File: config.mk
export PLATFORM = sky130hd
export DESIGN_NAME = axi_lite_dsc_slave_flat
export DESIGN_NICKNAME = d
export VERILOG_FILES = /design/src/rtl/axi_lite_dsc_pkg.sv /design/src/rtl/axi_lite_dsc_if.sv /design/src/rtl/axi_lite_dsc_wr_join.sv /design/src/rtl/axi_lite_dsc_slave.sv /design/src/flat_wrapper.sv
export SDC_FILE = /design/constraint.sdc
export NUM_CORES = 1
export LEC_CHECK = 0
export ABC_AREA = 1
export BUFFER_PORTS_ARGS = -buffer_cell sky130_fd_sc_hd__buf_2
export CAP_MARGIN = 10
export CORE_AREA = 8 8 471 473
export DETAILED_ROUTE_END_ITERATION = 7
export DIE_AREA = 0 0 479 481
export SETUP_SLACK_MARGIN = 0.15
export SYNTH_ARGS = -nofsm -noshare
export SYNTH_HDL_FRONTEND = slang
export SYNTH_SLANG_ARGS = --single-unit
File: constraint.sdc
create_clock -name clk -period 2.3 [get_ports clk]
set_input_delay 0.69 -clock clk [delete_from_list [all_inputs] [get_ports clk]]
set_output_delay 0.69 -clock clk [all_outputs]
set_load 0.01 [all_outputs]
File: src/rtl/axi_lite_dsc_pkg.sv
`default_nettype none
//==============================================================================
// Package : axi_lite_dsc_pkg
// Brief   : Shared response codes and address-window helper for the descriptor slave.
// Revision: 1.0 - initial release
//==============================================================================
package axi_lite_dsc_pkg;

    localparam logic [1:0] RESP_OKAY   = 2'b00;
    localparam logic [1:0] RESP_SLVERR = 2'b10;

    // True when the 32-bit word holding addr lies in [base, base + n*4); byte offset ignored.
    function automatic logic in_range(input logic [31:0] addr,
                                      input logic [31:0] base,
                                      input logic [31:0] n);
        logic [31:0] word;
        logic [31:0] base_word;
        word      = addr >> 2;
        base_word = base >> 2;
        return (word >= base_word) && ((word - base_word) < n);
    endfunction

endpackage
`default_nettype wire

File: src/rtl/axi_lite_dsc_if.sv
`default_nettype none
//==============================================================================
// Interface : axi_lite_dsc_if
// Brief     : AXI-Lite bus bundle between the host initiator and the descriptor slave.
// Revision  : 1.0 - initial release
//==============================================================================
interface axi_lite_dsc_if #(
    parameter int AWIDTH = 32,
    parameter int DWIDTH = 32
);
    logic                  awvalid;
    logic                  awready;
    logic [AWIDTH-1:0]     awaddr;
    logic [2:0]            awprot;
    logic                  wvalid;
    logic                  wready;
    logic [DWIDTH-1:0]     wdata;
    logic [DWIDTH/8-1:0]   wstrb;
    logic                  bvalid;
    logic                  bready;
    logic [1:0]            bresp;
    logic                  arvalid;
    logic                  arready;
    logic [AWIDTH-1:0]     araddr;
    logic [2:0]            arprot;
    logic                  rvalid;
    logic                  rready;
    logic [DWIDTH-1:0]     rdata;
    logic [1:0]            rresp;

    modport master (
        output awvalid, awaddr, awprot, input awready,
        output wvalid, wdata, wstrb,    input wready,
        input  bvalid, bresp,           output bready,
        output arvalid, araddr, arprot, input arready,
        input  rvalid, rdata, rresp,    output rready
    );

    modport slave (
        input  awvalid, awaddr, awprot, output awready,
        input  wvalid, wdata, wstrb,    output wready,
        output bvalid, bresp,           input bready,
        input  arvalid, araddr, arprot, output arready,
        output rvalid, rdata, rresp,    input rready
    );
endinterface
`default_nettype wire

File: src/rtl/axi_lite_dsc_wr_join.sv
`default_nettype none
//==============================================================================
// Module  : axi_lite_dsc_wr_join
// Brief   : Latches AW and W independently, joins them into one register write, issues B.
// Revision: 1.0 - initial release
//==============================================================================
module axi_lite_dsc_wr_join
    import axi_lite_dsc_pkg::*;
#(
    parameter int AWIDTH          = 32,
    parameter int WRITEREG_NUMBER = 14,
    parameter int IDX_W           = 4
) (
    input  logic              clk,
    input  logic              rst_n,
    input  logic              oor,
    input  logic              hold_off,
    input  logic              awvalid,
    output logic              awready,
    input  logic [AWIDTH-1:0] awaddr,
    input  logic              wvalid,
    output logic              wready,
    input  logic [31:0]       wdata,
    input  logic [3:0]        wstrb,
    output logic              bvalid,
    input  logic              bready,
    output logic [1:0]        bresp,
    output logic              wr_en,
    output logic [IDX_W-1:0]  wr_idx,
    output logic [31:0]       wr_data,
    output logic [3:0]        wr_strb,
    output logic              wr_err
);

    logic              r_aw_held;
    logic              r_w_held;
    logic [AWIDTH-1:0] r_awaddr;
    logic [31:0]       r_wdata;
    logic [3:0]        r_wstrb;
    logic              r_bvalid;
    logic [1:0]        r_bresp;

    // Neither channel is accepted while a response or an unconsumed descriptor is outstanding.
    assign awready = oor & ~r_aw_held & ~r_bvalid & ~hold_off;
    assign wready  = oor & ~r_w_held  & ~r_bvalid & ~hold_off;

    assign wr_en   = r_aw_held & r_w_held;
    assign wr_idx  = r_awaddr[IDX_W+1:2];
    assign wr_data = r_wdata;
    assign wr_strb = r_wstrb;
    assign wr_err  = ~in_range(32'(r_awaddr), 32'h0, 32'(WRITEREG_NUMBER));
    assign bvalid  = r_bvalid;
    assign bresp   = r_bresp;

    always_ff @(posedge clk or negedge rst_n) begin
        if (!rst_n) begin
            r_aw_held <= 1'b0;
            r_w_held  <= 1'b0;
            r_awaddr  <= '0;
            r_wdata   <= '0;
            r_wstrb   <= '0;
            r_bvalid  <= 1'b0;
            r_bresp   <= RESP_OKAY;
        end else begin
            if (awvalid && awready) begin
                r_aw_held <= 1'b1;
                r_awaddr  <= awaddr;
            end
            if (wvalid && wready) begin
                r_w_held <= 1'b1;
                r_wdata  <= wdata;
                r_wstrb  <= wstrb;
            end
            if (wr_en) begin
                r_aw_held <= 1'b0;
                r_w_held  <= 1'b0;
                r_bvalid  <= 1'b1;
                r_bresp   <= wr_err ? RESP_SLVERR : RESP_OKAY;
            end else if (r_bvalid && bready) begin
                r_bvalid <= 1'b0;
            end
        end
    end

endmodule
`default_nettype wire

File: src/rtl/axi_lite_dsc_slave.sv
`default_nettype none
//==============================================================================
// Module  : axi_lite_dsc_slave
// Brief   : AXI-Lite target holding descriptor registers and engine completion status.
// Revision: 1.0 - initial release
//==============================================================================
module axi_lite_dsc_slave
    import axi_lite_dsc_pkg::*;
#(
    parameter int          LITE_DWIDTH     = 32,
    parameter int          LITE_AWIDTH     = 32,
    parameter int          DSC_WIDTH       = 1024,
    parameter int          WRITEREG_NUMBER = 14,
    parameter int          READREG_NUMBER  = 1,
    parameter logic [31:0] READ_BASE_ADDR  = 32'h100
) (
    input  logic                         clk,
    input  logic                         rst_n,
    axi_lite_dsc_if.slave                s_axi,
    output logic                         dsc_valid,
    input  logic                         dsc_ready,
    output logic [DSC_WIDTH-1:0]         dsc_data,
    input  logic                         cpl_valid,
    output logic                         cpl_ready,
    input  logic [READREG_NUMBER*32-1:0] cpl_data,
    output logic                         irq
);

    localparam int c_idx_w = (WRITEREG_NUMBER > 1) ? $clog2(WRITEREG_NUMBER) : 1;

    logic               r_oor;
    logic [31:0]        r_dsc    [WRITEREG_NUMBER];
    logic [31:0]        r_status [READREG_NUMBER];
    logic               r_dsc_valid;
    logic               r_irq;
    logic               r_rvalid;
    logic [31:0]        r_rdata;
    logic [1:0]         r_rresp;
    logic               r_rd_last;

    logic               w_wr_en;
    logic [c_idx_w-1:0] w_wr_idx;
    logic [31:0]        w_wr_data;
    logic [3:0]         w_wr_strb;
    logic               w_wr_err;
    logic               w_wr_commit;
    logic               w_ar_hs;
    logic               w_r_hs;
    logic               w_cpl_hs;
    logic [31:0]        w_ar_addr;
    logic [31:0]        w_ar_word;
    logic [31:0]        w_rd_data;
    logic [1:0]         w_rd_resp;
    logic               w_rd_last;
    logic               w_unused_prot;

    assign w_unused_prot = ^{s_axi.awprot, s_axi.arprot};

    axi_lite_dsc_wr_join #(
        .AWIDTH          (LITE_AWIDTH),
        .WRITEREG_NUMBER (WRITEREG_NUMBER),
        .IDX_W           (c_idx_w)
    ) u_wr_join (
        .clk      (clk),
        .rst_n    (rst_n),
        .oor      (r_oor),
        .hold_off (r_dsc_valid),
        .awvalid  (s_axi.awvalid),
        .awready  (s_axi.awready),
        .awaddr   (s_axi.awaddr),
        .wvalid   (s_axi.wvalid),
        .wready   (s_axi.wready),
        .wdata    (s_axi.wdata),
        .wstrb    (s_axi.wstrb),
        .bvalid   (s_axi.bvalid),
        .bready   (s_axi.bready),
        .bresp    (s_axi.bresp),
        .wr_en    (w_wr_en),
        .wr_idx   (w_wr_idx),
        .wr_data  (w_wr_data),
        .wr_strb  (w_wr_strb),
        .wr_err   (w_wr_err)
    );

    assign w_wr_commit = w_wr_en & ~w_wr_err;

    always_ff @(posedge clk or negedge rst_n) begin
        if (!rst_n) begin
            r_oor <= 1'b0;
            for (int i = 0; i < WRITEREG_NUMBER; i++) r_dsc[i] <= '0;
        end else begin
            r_oor <= 1'b1;
            if (w_wr_commit) begin
                for (int b = 0; b < 4; b++) begin
                    if (w_wr_strb[b]) r_dsc[w_wr_idx][8*b +: 8] <= w_wr_data[8*b +: 8];
                end
            end
        end
    end

    // Writing the last register publishes the descriptor; it stays frozen until the engine takes it.
    always_ff @(posedge clk or negedge rst_n) begin
        if (!rst_n) begin
            r_dsc_valid <= 1'b0;
        end else if (w_wr_commit && (w_wr_idx == c_idx_w'(WRITEREG_NUMBER - 1))) begin
            r_dsc_valid <= 1'b1;
        end else if (r_dsc_valid && dsc_ready) begin
            r_dsc_valid <= 1'b0;
        end
    end

    assign dsc_valid = r_dsc_valid;

    for (genvar gi = 0; gi < WRITEREG_NUMBER; gi++) begin : g_pack
        assign dsc_data[32*gi +: 32] = r_dsc[gi];
    end
    if (DSC_WIDTH > WRITEREG_NUMBER*32) begin : g_pad
        assign dsc_data[DSC_WIDTH-1:WRITEREG_NUMBER*32] = '0;
    end

    assign s_axi.arready = r_oor & ~r_rvalid;
    assign w_ar_hs       = s_axi.arvalid & s_axi.arready;
    assign w_r_hs        = r_rvalid & s_axi.rready;
    assign w_ar_addr     = 32'(s_axi.araddr);
    assign w_ar_word     = w_ar_addr >> 2;

    always_comb begin
        w_rd_data = '0;
        w_rd_resp = RESP_SLVERR;
        w_rd_last = 1'b0;
        if (in_range(w_ar_addr, 32'h0, 32'(WRITEREG_NUMBER))) begin
            w_rd_resp = RESP_OKAY;
            for (int i = 0; i < WRITEREG_NUMBER; i++) begin
                if (w_ar_word == 32'(i)) w_rd_data = r_dsc[i];
            end
        end else if (in_range(w_ar_addr, READ_BASE_ADDR, 32'(READREG_NUMBER))) begin
            w_rd_resp = RESP_OKAY;
            for (int j = 0; j < READREG_NUMBER; j++) begin
                if (w_ar_word == (READ_BASE_ADDR >> 2) + 32'(j)) w_rd_data = r_status[j];
            end
            w_rd_last = (w_ar_word == (READ_BASE_ADDR >> 2) + 32'(READREG_NUMBER - 1));
        end
    end

    always_ff @(posedge clk or negedge rst_n) begin
        if (!rst_n) begin
            r_rvalid  <= 1'b0;
            r_rdata   <= '0;
            r_rresp   <= RESP_OKAY;
            r_rd_last <= 1'b0;
        end else if (w_ar_hs) begin
            r_rvalid  <= 1'b1;
            r_rdata   <= w_rd_data;
            r_rresp   <= w_rd_resp;
            r_rd_last <= w_rd_last;
        end else if (w_r_hs) begin
            r_rvalid <= 1'b0;
        end
    end

    assign s_axi.rvalid = r_rvalid;
    assign s_axi.rdata  = r_rdata;
    assign s_axi.rresp  = r_rresp;

    // Status buffer is single-entry: a new completion waits until the host has read the last word.
    assign cpl_ready = ~r_irq;
    assign w_cpl_hs  = cpl_valid & ~r_irq;

    always_ff @(posedge clk or negedge rst_n) begin
        if (!rst_n) begin
            r_irq <= 1'b0;
            for (int j = 0; j < READREG_NUMBER; j++) r_status[j] <= '0;
        end else if (w_cpl_hs) begin
            r_irq <= 1'b1;
            for (int j = 0; j < READREG_NUMBER; j++) r_status[j] <= cpl_data[32*j +: 32];
        end else if (w_r_hs && r_rd_last) begin
            r_irq <= 1'b0;
        end
    end

    assign irq = r_irq;

endmodule
`default_nettype wire

File: src/flat_wrapper.sv
// flat-port wrapper written by rule: the top's interface ports become plain ports
module axi_lite_dsc_slave_flat import axi_lite_dsc_pkg::*;
#(
    parameter int          LITE_DWIDTH     = 32,
    parameter int          LITE_AWIDTH     = 32,
    parameter int          DSC_WIDTH       = 1024,
    parameter int          WRITEREG_NUMBER = 14,
    parameter int          READREG_NUMBER  = 1,
    parameter logic [31:0] READ_BASE_ADDR  = 32'h100
)
  (clk, rst_n, dsc_valid, dsc_ready, dsc_data, cpl_valid, cpl_ready, cpl_data, irq, s_axi_awvalid, s_axi_awaddr, s_axi_awprot, s_axi_awready, s_axi_wvalid, s_axi_wdata, s_axi_wstrb, s_axi_wready, s_axi_bvalid, s_axi_bresp, s_axi_bready, s_axi_arvalid, s_axi_araddr, s_axi_arprot, s_axi_arready, s_axi_rvalid, s_axi_rdata, s_axi_rresp, s_axi_rready);
  axi_lite_dsc_if #(.AWIDTH(32), .DWIDTH(32)) s_axi_i ();
  input  logic clk;
  input  logic rst_n;
  output logic dsc_valid;
  input  logic dsc_ready;
  output logic [DSC_WIDTH-1:0] dsc_data;
  input  logic cpl_valid;
  output logic cpl_ready;
  input  logic [READREG_NUMBER*32-1:0] cpl_data;
  output logic irq;
  input wire logic [$bits(s_axi_i.awvalid)-1:0] s_axi_awvalid;
  input wire logic [$bits(s_axi_i.awaddr)-1:0] s_axi_awaddr;
  input wire logic [$bits(s_axi_i.awprot)-1:0] s_axi_awprot;
  output wire logic [$bits(s_axi_i.awready)-1:0] s_axi_awready;
  input wire logic [$bits(s_axi_i.wvalid)-1:0] s_axi_wvalid;
  input wire logic [$bits(s_axi_i.wdata)-1:0] s_axi_wdata;
  input wire logic [$bits(s_axi_i.wstrb)-1:0] s_axi_wstrb;
  output wire logic [$bits(s_axi_i.wready)-1:0] s_axi_wready;
  output wire logic [$bits(s_axi_i.bvalid)-1:0] s_axi_bvalid;
  output wire logic [$bits(s_axi_i.bresp)-1:0] s_axi_bresp;
  input wire logic [$bits(s_axi_i.bready)-1:0] s_axi_bready;
  input wire logic [$bits(s_axi_i.arvalid)-1:0] s_axi_arvalid;
  input wire logic [$bits(s_axi_i.araddr)-1:0] s_axi_araddr;
  input wire logic [$bits(s_axi_i.arprot)-1:0] s_axi_arprot;
  output wire logic [$bits(s_axi_i.arready)-1:0] s_axi_arready;
  output wire logic [$bits(s_axi_i.rvalid)-1:0] s_axi_rvalid;
  output wire logic [$bits(s_axi_i.rdata)-1:0] s_axi_rdata;
  output wire logic [$bits(s_axi_i.rresp)-1:0] s_axi_rresp;
  input wire logic [$bits(s_axi_i.rready)-1:0] s_axi_rready;
  assign s_axi_i.awvalid = s_axi_awvalid;
  assign s_axi_i.awaddr = s_axi_awaddr;
  assign s_axi_i.awprot = s_axi_awprot;
  assign s_axi_awready = s_axi_i.awready;
  assign s_axi_i.wvalid = s_axi_wvalid;
  assign s_axi_i.wdata = s_axi_wdata;
  assign s_axi_i.wstrb = s_axi_wstrb;
  assign s_axi_wready = s_axi_i.wready;
  assign s_axi_bvalid = s_axi_i.bvalid;
  assign s_axi_bresp = s_axi_i.bresp;
  assign s_axi_i.bready = s_axi_bready;
  assign s_axi_i.arvalid = s_axi_arvalid;
  assign s_axi_i.araddr = s_axi_araddr;
  assign s_axi_i.arprot = s_axi_arprot;
  assign s_axi_arready = s_axi_i.arready;
  assign s_axi_rvalid = s_axi_i.rvalid;
  assign s_axi_rdata = s_axi_i.rdata;
  assign s_axi_rresp = s_axi_i.rresp;
  assign s_axi_i.rready = s_axi_rready;
  axi_lite_dsc_slave #(.LITE_DWIDTH(LITE_DWIDTH), .LITE_AWIDTH(LITE_AWIDTH), .DSC_WIDTH(DSC_WIDTH), .WRITEREG_NUMBER(WRITEREG_NUMBER), .READREG_NUMBER(READREG_NUMBER), .READ_BASE_ADDR(READ_BASE_ADDR)) u_core (.clk(clk), .rst_n(rst_n), .s_axi(s_axi_i), .dsc_valid(dsc_valid), .dsc_ready(dsc_ready), .dsc_data(dsc_data), .cpl_valid(cpl_valid), .cpl_ready(cpl_ready), .cpl_data(cpl_data), .irq(irq));
endmodule
==> results_dict.tcl <==
set metrics [dict create \
    r2r_cells 12 \
    synth_top_area_cell "dfrtp_1" \
    rsz0062_at_grt "true" \
    final_common_cell "nand2_1" \
    synth.area.top_cells "dfrtp_1, buf_4, nand2_1" \
    mostFrequentLayoutCells "nand2_1, buf_2, dfrtp_1" \
    die-area_sq_mm 0.230 \
    timing.final.crit_share 1.06 \
    grt.total_usage 0.141 \
    drive_gt1_frac 0.421 \
    critPathLaunchType "input pin" \
    cpPeakStageDelay_ns 0.20 \
    cts_made_buffers 71 \
    cts_tree "yes" \
    rows 170 \
    clock_latency_ns 0.70 \
    coreArea_sq_mm 0.214 \
    reg2reg_slack_ns -0.08 \
    grt_overflow 0 \
    relSlewSlack 0.304 \
    gp_congestion 0.894 \
    yosys_warnings 0 \
    syn2layout_area_growth_pct 48.1 \
    hold_viol 0 \
    crit_type "in2reg" \
    gr-usage-met3 0.0370 \
    initial_core_util 0.144 \
    powerDensity_mw_per_mm2 669 \
    layout_setup_ws_ns -0.131 \
    finClkSkew_ns 0.0570 \
    port_buffers 626 \
    die_w_um 479 \
    setup_tns_ns -4.64 \
    grt_max_degree 94 \
    r2r_end "u_core.dsc_data[262]" \
    min_period_ns 2.43 \
    wirelength_um 177000 \
    whs_path_depth 2 \
    endpoint_kind "flop" \
    p_leak_uw 0.0220 \
    clock_tree.root_cell "clkbuf_16" \
    violations "setup timing" \
    ir_drop_uv 775 \
    cap_violations 0 \
    crit_chain "buf_6, inv_2, nand2_2, nor2_4, nand2_4, buf_8, nor2_4, buf_6, buf_12, buf_12, nand3_2, nand3_2, nor2_2, buf_6, nand4_1, nor2_2, nand4_1, nor2_2, nand4_1, nand2_1, nand2_1" \
    min_from "dsc_ready" \
    ant_nets 0 \
    path_clk_slew_ns 0.06 \
    io_pins 1215 \
    nNetsFinal 4708 \
    startpoint "s_axi_araddr[14]" \
    antenna_found_initial 26 \
    fmax_ghz 0.411 \
    drt_first_pass_iters 6 \
    crit_buf_inv 7 \
    drcViolationCount 0 \
    ys_ff_latch 588 \
    whs_endpoint "u_core.dsc_valid" \
    r2r-start "u_core.u_wr_join.r_awaddr[31]" \
    clkSinkCount 588 \
    worst_ep_arrival_time_ns 3.03 \
    met1_usage 0.153 \
    avgSynthCellArea_sq_um 8.51 \
    vias 28300 \
    crit_fanout 7 \
    drtIter0Drc 2237 \
    gr-max-usage-layer "met2" \
    routedWlPerCell_um 23.7 \
    worst_path_max_delay_cell "nor2_2" \
    hpwlAfterDp_um 136000 \
    via_per_inst 3.80 \
    finalHoldWorstSlack_ns 0.180 \
    worst_pin_slew_ns 1.04 \
    netlist_instances 3607 \
    die_h_um 481 \
    ys_types 32 \
    ys_seq_area_frac 0.479 \
    htree_levels 3 \
    cts_max_path_buffers 3 \
    finalSetupViolations 157 \
    required_ns 2.90 \
    critical_path_depth 21 \
    synth.top_cell.area_share 0.479 \
    critical_path.top_delay_family "simple AND/OR/NAND/NOR gates" \
    grt_pass1_vias 27300 \
    use_met2 0.249 \
    grt_pass1_wl_um 231000 \
    min_path_type "in2reg" \
    syn_area_sq_mm 0.0307 \
    outcome "finished, violations left" \
    slew_violations 0 \
]
==> registers in the layout, summed over array words and instances, names as in the netlist <==
| signal | count |
|---|---|
| u_core.r_status | 32 |
| u_core.u_wr_join.wr_strb | 4 |
| u_core.u_wr_join.r_awaddr | 30 |
| u_core.s_axi.rdata | 32 |
| u_core.r_oor | 1 |
| u_core.r_rd_last | 1 |
| u_core.u_wr_join.bvalid | 1 |
| u_core.s_axi.rresp | 1 |
| u_core.dsc_data | 448 |
| u_core.u_wr_join.bresp | 1 |
| u_core.irq | 1 |
| u_core.u_wr_join.r_aw_held | 1 |
| u_core.s_axi.rvalid | 1 |
| u_core.dsc_valid | 1 |
| u_core.u_wr_join.r_w_held | 1 |
| u_core.u_wr_join.wr_data | 32 |
==> cells by family after synthesis <==
| logic type | Yosys count | share of synthesized area |
|---|---|---|
| DFF | 588 | 0.479 |
| muxes | 60 | 0.0220 |
| AOI/OAI and AO/OA | 506 | 0.0877 |
| buffers and inverters | 934 | 0.198 |
| other | 2 | 0.000245 |
| and+or+nand+nor | 1517 | 0.213 |
==> how the worst max path moves through the flow <==
stage / end / slack [ns]
6_report: u_core.s_axi.rdata[6] / -0.13
4_1_cts: s_axi_wready / -0.04
3_5_place_dp: u_core.s_axi.rdata[16] / -1.30
5_1_grt: u_core.s_axi.rdata[0] / -0.19
3_3_place_gp: u_core.s_axi.rdata[16] / -1.35
2_1_floorplan: u_core.s_axi.rdata[20] / 0.14
==> routing by layer <==
layer / wire length [um] / vias up
met3: 13600 / 364
li1: - / 12500
met4: 12200 / 12
met2: 88300 / 1494
met1: 62700 / 14000
met5: 92 / -
==> Yosys cell counts <==
master / n
inv_1: 187
nand4_1: 96
o21ai_1: 280
buf_12: 4
nand3_1: 146
or4_1: 1
buf_1: 7
nor2_4: 2
nand2_1: 914
buf_4: 579
a21oi_1: 41
nor4_2: 1
buf_2: 24
dfrtp_1: 588
o21bai_1: 1
buf_6: 40
o22ai_1: 1
nor2_1: 280
conb_1: 2
nand2_4: 40
nor2_2: 2
mux2_2: 60
nor3_1: 20
inv_2: 2
and2_4: 4
nor4_1: 9
nor4_4: 1
o21ai_0: 141
o31ai_1: 1
nor3_2: 1
clkbuf_1: 91
o21ai_2: 41
==> worst reg2reg max path, stage by stage (launching register included) <==
cell,delay [ns]
dfrtp_1,0.41
nor4_4,0.31
buf_4,0.17
o21ai_4,0.06
nor4_4,0.22
buf_6,0.16
buf_12,0.10
and2_4,0.30
buf_12,0.17
nand2_8,0.07
buf_12,0.17
nand2_2,0.05
o21ai_1,0.05
==> final cells by class <==
type,instances,area [sq um]
Clock inverter,34,568
Inverter,189,729
Timing Repair Buffer,1016,8190
Antenna cell,6,15.0
Fill cell,23400,168000
Clock buffer,96,2010
Sequential cell,588,14700
Tap cell,2838,3550
Multi-Input combinational cell,2695,15700
==> report_power, final <==
part	internal (uW)	switching, uW
sequential	11200	525
clock	7290	5180
combinational	1440	4770
total	20000	10500
==> what timing repair did <==
item | CTS | global route
endpoints found under the setup margin | 519 | 510
gates resized for setup | 548 | 608
hold endpoints to repair | 23 | 0
hold buffers | 1 | 0
buffers inserted | 55 | 22
gates cloned | 41 | 22
pin swaps | 145 | 200
==> stage by stage <==
stage	utilization	instance area (sq um)	cells	worst slack, ns	power [uW]
final	0.213	45500	7462	-0.131	30400
after global placement	0.172	36900	7185	-1.35	17300
after detailed placement	0.172	36900	7185	-1.30	17400
after floorplan	-	32900	4184	0.138	15100
after CTS	0.200	42800	7412	-0.0426	30500
after global routing	0.213	45500	7458	-0.190	31800
Note: power is estimated with default switching activity, not from simulation.
